`config.mk`:
```
export PLATFORM = sky130hd
export DESIGN_NAME = nx_fifo_wr_arb
export DESIGN_NICKNAME = d
export VERILOG_FILES = /design/src/rtl/nx_fifo_wr_arb.sv
export SDC_FILE = /design/constraint.sdc
export NUM_CORES = 1
export LEC_CHECK = 0
export BUFFER_PORTS_ARGS = -buffer_cell sky130_fd_sc_hd__clkbuf_2
export CAP_MARGIN = 15
export CORE_AREA = 2 2 135 137
export CTS_BUF_LIST = sky130_fd_sc_hd__clkbuf_2
export DETAILED_ROUTE_END_ITERATION = 8
export DIE_AREA = 0 0 137 139
export PLACE_DENSITY = 0.62
export SYNTH_ARGS = -nofsm -noshare
export SYNTH_HDL_FRONTEND = slang
export SYNTH_SLANG_ARGS = --single-unit
```
`constraint.sdc`:
```
create_clock -name clk -period 4.3 [get_ports clk]
set_input_delay 0.645 -clock clk [delete_from_list [all_inputs] [get_ports clk]]
set_output_delay 0.645 -clock clk [all_outputs]
set_load 0.01 [all_outputs]
```
`src/rtl/nx_fifo_wr_arb.sv`:
```
// nx_fifo_wr_arb: round-robin write arbiter feeding a downstream FIFO.
// N_REQ requesters compete for the FIFO write port. A grant lasts until a
// packet ends, MAX_BURST beats have been accepted, or the holder drops valid.
// Accepted beats reach the FIFO one cycle later through registered outputs.
// sw_clear diverts the FSM through a one-cycle FLUSH that pulses fifo_clear.
module nx_fifo_wr_arb #(
  parameter int N_REQ     = 4,
  parameter int WIDTH     = 64,
  parameter int DEPTH     = 16,
  parameter int MAX_BURST = 4,
  localparam int SW       = $clog2(DEPTH) + 1,
  localparam int IW       = (N_REQ > 1) ? $clog2(N_REQ) : 1
) (
  input  logic                   clk,
  input  logic                   rst,
  input  logic [N_REQ-1:0]       req_valid,
  input  logic [N_REQ*WIDTH-1:0] req_data,
  input  logic [N_REQ-1:0]       req_last,
  output logic [N_REQ-1:0]       req_ready,
  input  logic                   sw_clear,
  input  logic                   fifo_full,
  input  logic [SW-1:0]          fifo_free_slots,
  output logic                   fifo_wen,
  output logic [WIDTH-1:0]       fifo_wdata,
  output logic                   fifo_clear,
  output logic [IW-1:0]          grant_id,
  output logic                   busy,
  output logic                   err_overflow
);

  localparam logic [1:0] ST_IDLE  = 2'd0;
  localparam logic [1:0] ST_GRANT = 2'd1;
  localparam logic [1:0] ST_FLUSH = 2'd2;

  logic [1:0]       state_q, state_d;
  logic [IW-1:0]    rr_ptr_q, rr_ptr_d;
  logic [IW-1:0]    grant_q, grant_d;
  logic [3:0]       beat_q, beat_d;
  logic             fifo_wen_q;
  logic [WIDTH-1:0] fifo_wdata_q;
  logic             fifo_clear_q;
  logic             err_q;

  logic [IW-1:0]    pick_s;
  logic             pick_vld_s;
  logic             room_s;
  logic [N_REQ-1:0] ready_s;
  logic             accept_s;
  logic             hold_valid_s;
  logic             hold_last_s;
  logic [WIDTH-1:0] hold_data_s;
  logic             burst_done_s;

  // Round-robin search: first valid requester after rr_ptr, wrapping at N_REQ-1.
  always_comb begin
    int idx_v;
    pick_s     = '0;
    pick_vld_s = 1'b0;
    idx_v      = 0;
    // Scan from the farthest candidate down so the nearest one wins last.
    for (int k = N_REQ; k >= 1; k--) begin
      idx_v = int'(rr_ptr_q) + k;
      if (idx_v >= N_REQ) begin
        idx_v = idx_v - N_REQ;
      end else begin
        idx_v = idx_v;
      end
      if (req_valid[IW'(idx_v)]) begin
        pick_s     = IW'(idx_v);
        pick_vld_s = 1'b1;
      end else begin
        pick_s     = pick_s;
        pick_vld_s = pick_vld_s;
      end
    end
  end

  // Room check counts the beat already in flight on fifo_wen.
  assign room_s       = (fifo_free_slots > {{(SW-1){1'b0}}, fifo_wen_q});
  assign hold_valid_s = req_valid[grant_q];
  assign hold_last_s  = req_last[grant_q];
  assign hold_data_s  = req_data[int'(grant_q)*WIDTH +: WIDTH];
  assign burst_done_s = (beat_q == 4'(MAX_BURST - 1));

  // Only the grant holder sees ready, and only while granted, not clearing, and with room.
  always_comb begin
    ready_s = '0;
    for (int i = 0; i < N_REQ; i++) begin
      ready_s[i] = (state_q == ST_GRANT) && !sw_clear && (grant_q == IW'(i)) &&
                   req_valid[i] && room_s && !fifo_full;
    end
  end

  assign accept_s = |ready_s;

  // Next-state logic for the FSM, grant holder, round-robin pointer and beat count.
  always_comb begin
    state_d  = state_q;
    rr_ptr_d = rr_ptr_q;
    grant_d  = grant_q;
    beat_d   = beat_q;
    case (state_q)
      ST_IDLE: begin
        if (sw_clear) begin
          state_d = ST_FLUSH;
        end else if (pick_vld_s) begin
          state_d = ST_GRANT;
          grant_d = pick_s;
          beat_d  = 4'd0;
        end else begin
          state_d = ST_IDLE;
        end
      end
      ST_GRANT: begin
        if (sw_clear) begin
          state_d = ST_FLUSH;
        end else if (accept_s) begin
          beat_d = beat_q + 4'd1;
          if (hold_last_s || burst_done_s) begin
            state_d  = ST_IDLE;
            rr_ptr_d = grant_q;
          end else begin
            state_d = ST_GRANT;
          end
        end else if (!hold_valid_s) begin
          state_d  = ST_IDLE;
          rr_ptr_d = grant_q;
        end else begin
          // Valid but blocked by a full FIFO or no free slot: keep holding.
          state_d = ST_GRANT;
        end
      end
      ST_FLUSH: begin
        // Always pass through IDLE so a held sw_clear pulses every other cycle.
        state_d = ST_IDLE;
      end
      default: begin
        state_d = ST_IDLE;
      end
    endcase
  end

  // State and registered outputs; rst wins over sw_clear and in-flight beats.
  always_ff @(posedge clk) begin
    if (rst) begin
      state_q      <= ST_IDLE;
      rr_ptr_q     <= IW'(N_REQ - 1);
      grant_q      <= '0;
      beat_q       <= 4'd0;
      fifo_wen_q   <= 1'b0;
      fifo_wdata_q <= '0;
      fifo_clear_q <= 1'b0;
      err_q        <= 1'b0;
    end else begin
      state_q      <= state_d;
      rr_ptr_q     <= rr_ptr_d;
      grant_q      <= grant_d;
      beat_q       <= beat_d;
      fifo_wen_q   <= accept_s;
      if (accept_s) begin
        fifo_wdata_q <= hold_data_s;
      end
      fifo_clear_q <= (state_d == ST_FLUSH);
      if (fifo_wen_q && fifo_full) begin
        err_q <= 1'b1;
      end
    end
  end

  assign req_ready    = ready_s;
  assign fifo_wen     = fifo_wen_q;
  assign fifo_wdata   = fifo_wdata_q;
  assign fifo_clear   = fifo_clear_q;
  assign grant_id     = grant_q;
  assign busy         = (state_q != ST_IDLE);
  assign err_overflow = err_q;

endmodule

```
# Yosys cells after proc, flatten, opt, wreduce, memory -nomap -nowiden

Index checks and enable logic that the tools add are counted.

Flip-flop bits (word level): 77
Output and inout port bits: 74
Input port bits: 273
Logic and storage cells: 113

Shift operators: 1
Muxes and demuxes: 43
Equality and inequality tests: 12
$add $sub $neg: 9
Reduce and logical (&&, ||, !) cells: 29
Bitwise gates (word level): 1
Magnitude comparators: 10

Operators with widths:

| operator              | count |
|---|---|
| $shiftx A256 B9 Y64   | 1 |
| $mux W2               | 14 |
| $logic_and A1 B1 Y1   | 18 |
| $mux W1               | 17 |
| $lt A2 B4 Y1 const B  | 4 |
| $mux W4               | 4 |
| $bmux W1 S2           | 6 |
| $ne A2 B2 Y1 const B  | 5 |
| $ge A3 B3 Y1 const B  | 3 |
| $pmux W4 S2           | 1 |
| $sub A2 B1 Y2 const B | 4 |
| $add A2 B2 Y3 const B | 2 |
| $eq A2 B2 Y1 const B  | 3 |
| $gt A5 B1 Y1          | 1 |
| $reduce_and A5 Y1     | 1 |
| $add A2 B3 Y4 const B | 1 |
| $add A4 B1 Y4 const B | 1 |
| $eq A2 B1 Y1 const B  | 2 |
| $eq A4 B2 Y1 const B  | 1 |
| $ge A4 B3 Y1 const B  | 1 |
| $logic_not A2 Y1      | 2 |
| $pmux W2 S2           | 1 |
| $reduce_and A4 Y1     | 1 |
| $reduce_bool A2 Y1    | 2 |
| 8 further kinds       | 9 |

# Depth between registers and ports, before layout

Depth in word-level cells: 14
Mapped depth: 8

# Worst setup path before layout

OpenSTA, ideal clock, no wires.

Path type: input to output
Start: in fifo_free_slots[0]
End: out req_ready[0]
Cell stages on the path: 5
Slack: 1.808 ns
Arrival: 1.847 ns
Cell sequence: inv_1 ha_1 nor2_1 o211ai_1 nor4b_1

Word-level cells in the longest chain between the ends: 3

Ends and longest elaborated chain:

| what                              | RTL line | text |
|---|---|---|
| start: declaration                | 22       | `input logic [SW-1:0] fifo_free_slots,` |
| $gt A5 B1 Y1                      | 79       | `assign room_s = (fifo_free_slots > {{(SW-1){1'b0}}, fifo_wen_q});` |
| $logic_and A1 B1 Y1 (2 in series) | 90       | `req_valid[i] && room_s && !fifo_full;` |
| end: declaration                  | 19       | `output logic [N_REQ-1:0] req_ready,` |

No other way between the ends.

# Worst setup path in the final report

Start: reg grant_q[0], in the netlist grant_id[0]
End: out req_ready[3]

Word-level cells in the longest chain between the ends: 5

Ends and longest elaborated chain:

| what                              | RTL line | text |
|---|---|---|
| start: declaration                | 37       | `logic [IW-1:0] grant_q, grant_d;` |
| start signal: assignment          | 157      | `grant_q <= grant_d;` |
| $eq A2 B2 Y1                      | 89       | `ready_s[i] = (state_q == ST_GRANT) && !sw_clear && (grant_q == IW'(i)) &&` |
| $logic_and A1 B1 Y1 (2 in series) | 89       |  |
| $logic_and A1 B1 Y1 (2 in series) | 90       |  |

No other way between the ends.

==> impl_results.md <==
* Std cell rows at around 50
* Final critical delay including setup and external delays at approximately 3300 ps
* Portion of the post-synthesis area used by sequential elements at 0.338
* Vias post-DR at between 4000 and 5000
* Setup Viol. Count Final at 0
* Post-CTS setup-driven buffer insertion count at 0
* Initial core utilization at 0.258
* Critical Path Most Common Cell: sky130_fd_sc_hd__buf_4
* Die Footprint at ~0.019 mm²
* Reg area at 0.00155 mm²
* Post-synth design cell area at 0.00456 mm²
* Crit path buf inv count at 3
* Final-layout setup total negative slack at 0 ps
* Wire length of the first global-routing pass at around 25000 µm
* H-Tree Depth at 3
* Final-report hold violation count at 0
* Total nets after synthesis at approximately 700
* Synth area leaders: sky130_fd_sc_hd__dfxtp_1, sky130_fd_sc_hd__mux4_2, sky130_fd_sc_hd__nand2_1, sky130_fd_sc_hd__a21oi_1, sky130_fd_sc_hd__a21oi_2
* Gpl congestion at 0.757
* Placement-stage cell area at around 0.0064 mm²
* LEAKAGE at ~2.8 nW
* Final #Nets at about 1000
* CTS tree: done
* Placed cells at 988
* Detailed-router iteration count before antenna repair at 4
* Kind of cell adding the most delay to the critical path: buffers and inverters
* Multi-input gate area in the final layout at roughly 0.0028 mm²
* Post-synth EDFFs at 0
* Top-Level Pins at roughly 350
* Fin Hold WS at 323 ps
* Number of antenna violations at the first check in global routing at 1
* Overflow left after global routing at 0
* Post-cts resize count at 0
* Commonest cells post-synth: sky130_fd_sc_hd__nand2_1, sky130_fd_sc_hd__dfxtp_1, sky130_fd_sc_hd__mux4_2, sky130_fd_sc_hd__a21oi_1, sky130_fd_sc_hd__clkbuf_1
* Mean instance size in the synthesized netlist at a little over 10 µm²
* RSZ-0062 raised after global routing: false
* Sort of element at the start of the critical path: flip-flop
* Overall die width at between 100 and 150 µm
* GRT Resource Usage Total at 0.167
* Final instance area at between 0.006 and 0.007 mm²
* Number of violations of the max-capacitance limit at 0
* Buffer depth of the longest clock path at 2
* Cell taking the most area after synthesis: sky130_fd_sc_hd__dfxtp_1
* Upper clock frequency limit at between 300 and 400 MHz
* Arrival time reported for the critical path endpoint at ~2600 ps
* Count of different cell masters after synthesis at 41
* Detailed-route DRC error count at 0
* Maximum cell stage delay along the critical path at 730 ps
* IO Port Bufs at 346
* Crit-path cells: buf_4 -> buf_4 -> and4_1 -> clkbuf_2
* Share of synthesized registers carrying an async set or reset at 0
* Skew-Pair Late Insertion Delay at 570 ps
* Required time worst endpoint at 3650 ps
* Non-filler instance count after layout at roughly 1000
* Least-Margin Pin Slew at approximately 960 ps
* Share of the synthesized area in the top cell type at 0.338
* Synthesis warning total at 0
* Hold bufs inserted after CTS at 0
* Number of instances in the synthesized netlist at ~440
* Core region area at roughly 0.018 mm²
* Slowest library cell on the worst path: sky130_fd_sc_hd__buf_4
* Clock transition time at the flip-flop clock pins of the worst setup and hold paths at ~220 ps
* Pre-CTS setup slack at between 1000 and 1500 ps
* DIE HEIGHT at around 140 µm
* Filler cells at around 1800
* Wire length reported by the detailed router at around 16000 µm
* Post-layout power at ~1.5 mW
* Drt wl/cell at 16.2 µm
* Run status: complete, no violations
* Avg Vias per Cell at 4.80
* Critical path class: reg -> out
* Power density relative to cell area at 232 mW/mm²
* Endpoint kind of the worst setup timing path: output port
* Fraction of the cycle the final worst path needs at 0.761
* Critical path peak fanout at 44
* Slew Viols, Final at 0
* Worst min path class: in -> reg
* Number of global-route vias before repair at slightly below 5000
* Clock root buffer: sky130_fd_sc_hd__clkbuf_2
* Starting DRT DRC Count at 188
* #FFs+latches synth at 77
* Most common flop cell mapped by yosys: sky130_fd_sc_hd__dfxtp_1
* Inserted Clock Buffers at 9
* Relative max-transition margin at 0.362
* Slack of the critical path at a little over 1000 ps
* Core utilization of the finished layout at 0.370
* Layout Skew at between 30 and 40 ps
* Pin count of the biggest net entering global routing at 45
* Clk sinks at between 70 and 80
* Post-route antenna net violation count at 0
* Fraction of layout instances using a drive strength above 1 at 0.596
* Area grow syn2layout at 43.5%
* DP Wirelength at around 13000 µm
* Cell with the most instances after synthesis: sky130_fd_sc_hd__nand2_1
* Maximum vdd ir drop at approximately 0.13 mV
-- kinds of logic after synthesis --
logic type | synth area share
compound gates | 0.116
fa+ha+maj | 0.00549
buf+inv | 0.0500
flops | 0.338
mux | 0.333
simple gates | 0.158
-- worst paths after layout --
kind | start | cells after the start | slack (ps) | endpoint
worst max register to register | grant_id[1] | 5 | 1550 | fifo_wdata[56]
worst min register to register | fifo_wdata[1] | 2 | 470 | fifo_wdata[1]
worst max-delay path | grant_id[0] | 4 | 1030 | req_ready[3]
worst min-delay path | fifo_full | 3 | 320 | err_overflow
-- cell type report --
| class | count | area share |
|---|---|---|
| repair buffers | 354 | 0.274 |
| multi-input cells | 324 | 0.426 |
| clock buffers | 11 | 0.00842 |
| diodes | 1 | 0.000383 |
| inverters | 4 | 0.00230 |
| well taps | 229 | 0.0438 |
| clock inverters | 5 | 0.00803 |
| flip-flops and latches | 77 | 0.237 |
-- registers in the layout, summed over array words and instances, names as in the netlist --
name	cells
fifo_wen	1
beat_q	4
rr_ptr_q	2
fifo_clear	1
state_q	2
grant_id	2
err_overflow	1
fifo_wdata	64
-- power breakdown --
part | total, mW | switching (mW) | internal (mW)
clock network | 0.401 | 0.267 | 0.135
registers | 0.740 | 0.0142 | 0.726
logic | 0.377 | 0.149 | 0.228
-- layout by cell type (no fill, tap or decap), types with 4 or more instances in the layout --
master,netlist,routed
sky130_fd_sc_hd__clkbuf_2,0,356
sky130_fd_sc_hd__dfxtp_1,77,75
sky130_fd_sc_hd__inv_1,4,4
sky130_fd_sc_hd__a21oi_1,63,63
sky130_fd_sc_hd__nand2_2,10,10
sky130_fd_sc_hd__mux4_2,66,66
sky130_fd_sc_hd__nor2_1,10,10
sky130_fd_sc_hd__a21oi_2,10,10
sky130_fd_sc_hd__buf_4,5,8
sky130_fd_sc_hd__nand2_1,125,125
-- worst register-to-register path: stages, from the launching register on --
cell and delay (ps):
sky130_fd_sc_hd__dfxtp_4 760, sky130_fd_sc_hd__mux4_2 390, sky130_fd_sc_hd__o2111a_2 830, sky130_fd_sc_hd__buf_4 420, sky130_fd_sc_hd__nand2_1 100, sky130_fd_sc_hd__a21oi_1 140
-- layer usage --
layer  up-vias  GRT usage  share of wire  routed length, µm
met1      2286      0.187           0.38               6110
met2       234      0.305           0.53               8550
met4         0     0.0646          0.020                331
met3        23     0.0329          0.077               1250
li1       2282          -              -                  -
met5         -          0              0                  0
(Power assumes the default switching activity.)
